### src/rtl/cmsdk_mcu_mtx_input_hold.sv
// Per-master input stage of the AHB-Lite bus matrix: holds an address phase the target
// output port cannot take yet, requests arbitration and stalls the master until accepted.
module cmsdk_mcu_mtx_input_hold #(
  parameter int ADDR_WIDTH = 32
) (
  input  logic                  HCLK,
  input  logic                  HRESETn,
  input  logic                  HSELS,
  input  logic [ADDR_WIDTH-1:0] HADDRS,
  input  logic [1:0]            HTRANSS,
  input  logic                  HWRITES,
  input  logic [2:0]            HSIZES,
  input  logic [2:0]            HBURSTS,
  input  logic [3:0]            HPROTS,
  input  logic                  HMASTLOCKS,
  input  logic                  HREADYS,
  output logic                  HREADYOUTS,
  output logic                  HRESPS,
  output logic [ADDR_WIDTH-1:0] HADDRI,
  output logic [1:0]            HTRANSI,
  output logic                  HWRITEI,
  output logic [2:0]            HSIZEI,
  output logic [2:0]            HBURSTI,
  output logic [3:0]            HPROTI,
  output logic                  HMASTLOCKI,
  output logic                  trans_req,
  input  logic                  addr_taken,
  input  logic                  data_own,
  input  logic                  HREADYOUTM,
  input  logic                  HRESPM
);

  typedef enum logic [1:0] {
    ST_IDLE = 2'd0,
    ST_WAIT = 2'd1,
    ST_DATA = 2'd2
  } state_e;

  typedef struct packed {
    logic [ADDR_WIDTH-1:0] addr;
    logic [1:0]            trans;
    logic                  write;
    logic [2:0]            size;
    logic [2:0]            burst;
    logic [3:0]            prot;
    logic                  lock;
  } addr_phase_t;

  localparam logic [1:0] TRANS_NONSEQ = 2'b10;
  localparam logic [1:0] TRANS_SEQ    = 2'b11;

  state_e      state_q, state_d;
  addr_phase_t hold_q, hold_d;
  addr_phase_t live;
  logic        new_tx;
  state_e      start_state;

  assign live = '{addr: HADDRS, trans: HTRANSS, write: HWRITES, size: HSIZES,
                  burst: HBURSTS, prot: HPROTS, lock: HMASTLOCKS};

  // Reset gates new_tx so no request escapes while HRESETn is low.
  assign new_tx = HRESETn & HSELS & HREADYS & HTRANSS[1];

  always_comb begin
    // NOTE: every signal gets a default before the case so no path leaves one unassigned (no latch).
    state_d     = state_q;
    hold_d      = hold_q;
    start_state = ST_IDLE;
    if (new_tx) start_state = addr_taken ? ST_DATA : ST_WAIT;

    case (state_q)
      ST_IDLE: state_d = start_state;
      ST_WAIT: if (addr_taken) state_d = ST_DATA;
      ST_DATA: if (data_own && HREADYOUTM) state_d = start_state;
      default: state_d = ST_IDLE;
    endcase

    if (new_tx && !addr_taken) hold_d = live;
  end

  always_ff @(posedge HCLK) begin
    // NOTE: non-blocking assignments so every flop samples the pre-edge values of the others.
    if (!HRESETn) begin
      state_q <= ST_IDLE;
      hold_q  <= '0;
    end else begin
      state_q <= state_d;
      hold_q  <= hold_d;
    end
  end

  always_comb begin
    HADDRI     = live.addr;
    HTRANSI    = live.trans & {2{HSELS & HREADYS}};
    HWRITEI    = live.write;
    HSIZEI     = live.size;
    HBURSTI    = live.burst;
    HPROTI     = live.prot;
    HMASTLOCKI = live.lock;
    HREADYOUTS = 1'b1;
    HRESPS     = 1'b0;

    if (state_q == ST_WAIT) begin
      // Arbitration may have broken the burst, so a held SEQ restarts as NONSEQ.
      HADDRI     = hold_q.addr;
      HTRANSI    = (hold_q.trans == TRANS_SEQ) ? TRANS_NONSEQ : hold_q.trans;
      HWRITEI    = hold_q.write;
      HSIZEI     = hold_q.size;
      HBURSTI    = hold_q.burst;
      HPROTI     = hold_q.prot;
      HMASTLOCKI = hold_q.lock;
      HREADYOUTS = 1'b0;
    end else if (state_q == ST_DATA && data_own) begin
      HREADYOUTS = HREADYOUTM;
      HRESPS     = HRESPM;
    end
  end

  assign trans_req = (state_q == ST_WAIT) | new_tx;

endmodule
### config.mk
export PLATFORM = sky130hd
export DESIGN_NAME = cmsdk_mcu_mtx_input_hold
export DESIGN_NICKNAME = d
export VERILOG_FILES = /design/src/rtl/cmsdk_mcu_mtx_input_hold.sv
export SDC_FILE = /design/constraint.sdc
export NUM_CORES = 1
export LEC_CHECK = 0
export BUFFER_PORTS_ARGS = -buffer_cell sky130_fd_sc_hd__buf_4
export CAP_MARGIN = 30
export CELL_PAD_IN_SITES_DETAIL_PLACEMENT = 0
export CELL_PAD_IN_SITES_GLOBAL_PLACEMENT = 1
export CORE_ASPECT_RATIO = 1.2
export CORE_MARGIN = 2
export CORE_UTILIZATION = 36
export CTS_BUF_LIST = sky130_fd_sc_hd__clkbuf_8 sky130_fd_sc_hd__clkbuf_16
export DETAILED_ROUTE_END_ITERATION = 8
export MAX_ROUTING_LAYER = met4
export PLACE_DENSITY_LB_ADDON = 0.1
export SLEW_MARGIN = 40
export SYNTH_ARGS = -nofsm -noshare
export SYNTH_HDL_FRONTEND = slang
export SYNTH_SLANG_ARGS = --single-unit
export TNS_END_PERCENT = 50
### constraint.sdc
create_clock -name HCLK -period 3.3 [get_ports HCLK]
set_input_delay 0.66 -clock HCLK [delete_from_list [all_inputs] [get_ports HCLK]]
set_output_delay 0.66 -clock HCLK [all_outputs]
set_load 0.03 [all_outputs]
Yosys cells after proc, flatten, opt, wreduce, memory -nomap -nowiden
Cells that the tools add are included.
Widths: inputs -> output; s select.
- logic and storage cells: 42
- output and inout bits: 49
- input bits: 54
- register bits after elaboration: 48
- equality and inequality tests: 5
- mux-type cells: 17
- bitwise operators: 6
- reductions and logical operators: 6
- operator list (kind ; count):
    $mux 32 ; 1
    $mux 2 ; 6
    $mux 1 ; 6
    $mux 3 ; 2
    $pmux 2 s3 ; 1
    $and 1x1->1 ; 4
    $eq 2x2->1 const B ; 2
    $mux 4 ; 1
    $ne 2x2->1 const B ; 2
    $logic_and 1x1->1 ; 3
    $and 2x2->2 ; 1
    $eq 2x1->1 const B ; 1
    $logic_not 2->1 ; 1
    $reduce_and 2->1 ; 1
    $logic_not 1->1 ; 1
    $or 1x1->1 ; 1

Longest topological paths before layout
- depth in word-level cells: 6
- gate-level depth with buffers: 6
- gate-level depth less buffers: 3

Worst setup path after synthesis
No wires, ideal clock.
- kind: input -> output
- start point: input port HSELS
- end point: output port trans_req
- stages on the path: 6
- buffers on the path: 3
- required time: 2.640 ns
- arrival: 1.571 ns
- setup slack: 1.069 ns
- cells stage by stage: and3_1 clkbuf_2 buf_2 buf_2 nand2_1 nand2_1
- word-level cells in the longest chain between the ends: 4
- RTL lines (what ; RTL line ; source):
    from (decl) ; 8 ; input logic HSELS,
    $and 1x1->1 (3 in a row) ; 62 ; assign new_tx = HRESETn & HSELS & HREADYS & HTRANSS[1];
    $or 1x1->1 ; 119 ; assign trans_req = (state_q == ST_WAIT) | new_tx;
    to (decl) ; 26 ; output logic trans_req,
Every way passes these cells.

Final worst setup path
- start point: register state_q[1]
- end point: output port HWRITEI
- word-level cells in the longest chain between the ends: 2
- RTL lines (what ; RTL line ; source):
    from (decl) ; 52 ; state_e state_q, state_d;
    from (signal assigned) ; 87 ; state_q <= state_d;
    $eq 2x1->1 ; 103 ; if (state_q == ST_WAIT) begin
    $mux 1 ; 103 ;
    to (decl) ; 21 ; output logic HWRITEI,
Every way passes these cells.

==> impl_metrics.ini <==
[floorplanning]
die-area_mm2 = 0.00731
initial_utilization_pct = 37.1
coreArea_mm2 = 0.00645
fp.dieW_um = 78.4
ios = 103
die_h_um = 93.3
std_cell_rows = 32

[worst_setup_path]
crit_start = state_q[1]
worstSetupPathType = reg2out
cp_max_fo = 49
regToRegStartpoint = state_q[1]
reg2reg_setup_slack_ns = 2.37
crit_path_start_kind = register
end_kind = output port
endpoint = HWRITEI
crit_arrival_ns = 1.91
reg2reg_depth = 3
r2r_end = state_q[1]
required_ns = 2.64

[logic_synthesis]
synth_ff_type = dfxtp_1
ys_types = 25
syn_area_per_cell_um2 = 8.63
synth_top_area_share_pct = 40.2
syn_area_mm2 = 0.00239
ys_ff_latch = 48
synth_warnings = 0
yosys.area.top_type = dfxtp_1
ys_async_sr_fraction_pct = 0
synth_edf_count = 0
ys_seq_area_share_pct = 40.2
yosysMostFrequentCell = nand2_1
ys_top_cells_by_count = nand2_1 (50), dfxtp_1 (48), nand3_1 (46)
synth_fp_nets = 331
synth_cells = 277
netlist_top_cells_area = dfxtp_1 (40%), mux2_2 (21%), nand3_1 (9.6%), o21ai_1 (8.2%), nand2_1 (7.9%)

[routing]
wirelength_um = 6030
drt-pass1-iter-count = 4
vias = 2200
vias_per_cell = 4.88
wl_per_cell_um = 13.4
drc = 0
postRouteAntennaNets = 0
drtIter0Drc = 95

[cells_and_area]
layout-drive-gt1-share_pct = 44.8
final_nets = 419
final_util_pct = 50.1
fill_cells = 641
num_antenna_cells = 0
syn_to_final_growth_pct = 35.2

[clock_tree]
cts_resized = 0
clk_latency_ns = 0.29
post-cts-setup-buffers = 0
root_buffer = clkbuf_8
htreeDepth = 2
clkTransAtPathRegs_ns = 0.08
numCtsBuffers = 5
holdBufCountCts = 0
clock_path_buffers = 2
cts_tree = built
cts_sinks = 48

[global_routing]
grt_start_max_net_pins = 50
antenna_found_initial = 0
grt_pass1_vias = 2113
grt_pass1_wl_um = 9690
grt_overflow_total = 0
grt_usage_pct = 16.8

[placed_design]
post-place-ws_ns = 0.832
place_congestion = 0.756
numPortBuffers = 102
dp_hpwl_um = 3870

[timing]
hold_violations = 0
period_share_pct = 78.0
setup_violations = 0
layout_setup_ws_ns = 0.727
whs_ns = 0.450
rsz0062_at_grt = no
drv_slew = 0
setup_tns_ns = 0
slew_headroom_pct = 55.5
fmax_mhz = 389
fin_skew_ns = 0.000109
finalCriticalPeriod_ns = 2.57
worst_pin_slew_ns = 0.668

[pwr]
power_density_mw_per_mm2 = 382
power_leakage_nw = 1.36
ir_worst_vdd_mv = 0.162

[outcome]
status = finished clean

[hold_path]
hold_path.class = reg2reg

[run]
cap_violations = 0
==> layer usage <==
layer	wire, µm	up-vias	global-route usage (%)
met3	335	5	3.09
met2	2860	68	28.6
met4	53	0	4.39
met5	0	-	-
met1	2780	994	20.5
li1	-	1133	-
==> state kept, by name (all words and copies together), names as in the netlist <==
register,flops
hold_q,46
state_q,2
==> cells in the final DEF (no fill, tap or decap) <==
cell type  instances
clkbuf_8           6
a21boi_0           1
nand2b_1           1
and3_1             1
mux2_2            45
o21a_1             1
nand2_1           50
and3_2             1
a31oi_1            1
and2_2             1
a21o_1             1
nand4_1            1
and3b_1            1
nand2b_4           1
buf_4            107
nor2b_1            1
and2b_2            1
clkinv_2           2
o21ai_0            8
dfxtp_1           48
nand3_1           46
o21ai_1           39
a21oi_1            1
inv_1              1
==> worst max-delay path, stage by stage, from the launching register on <==
cell      delay, ns
dfxtp_1        0.42
nand2b_4       0.60
mux2_2         0.42
buf_4          0.17
==> worst min path at each step <==
stage                           from          to  cells past startpoint  slack (ns)
after floorplan            hold_q[0]   hold_q[0]                      2        0.43
after global placement    hold_q[10]  hold_q[10]                      2        0.43
after detailed placement  hold_q[30]  hold_q[30]                      2        0.44
after CTS                 hold_q[30]  hold_q[30]                      2        0.45
after global routing      hold_q[38]  hold_q[38]                      2        0.46
final                     hold_q[30]  hold_q[30]                      2        0.45
==> per-stage QoR <==
step	cell area, µm²	power (mW)	cells
floorplan	2390	0.771	277
global placement	3140	0.890	443
detailed placement	3140	0.891	443
CTS	3230	1.25	451
global route	3230	1.29	451
finish	3230	1.23	451
==> power by group <==
part | internal (mW) | switching (mW) | total (mW)
Clock | 0.168 | 0.193 | 0.360
Combinational | 0.124 | 0.151 | 0.275
Sequential | 0.592 | 0.00715 | 0.599
Total | 0.883 | 0.351 | 1.23
==> layout make-up <==
| class | count | area, µm² | share of cell area (%) |
|---|---|---|---|
| timing repair buffer | 107 | 803 | 24.9 |
| inverter | 1 | 3.75 | 0.116 |
| multi-input combinational | 202 | 1260 | 39.1 |
| clock buffer | 6 | 82.6 | 2.56 |
| sequential | 48 | 961 | 29.7 |
| tap | 85 | 106 | 3.29 |
| clock inverter | 2 | 10.0 | 0.310 |
==> kinds of logic (layout without fill, tap and decap cells) <==
| logic type | count (synthesis) | after routing | synth area share [%] |
|---|---|---|---|
| DFF | 48 | 48 | 40.2 |
| and+or+nand+nor | 105 | 105 | 20.3 |
| buffers and inverters | 27 | 116 | 7.02 |
| muxes | 45 | 45 | 21.2 |
| AOI/OAI and AO/OA | 52 | 52 | 11.3 |
(Power assumes the default switching activity.)
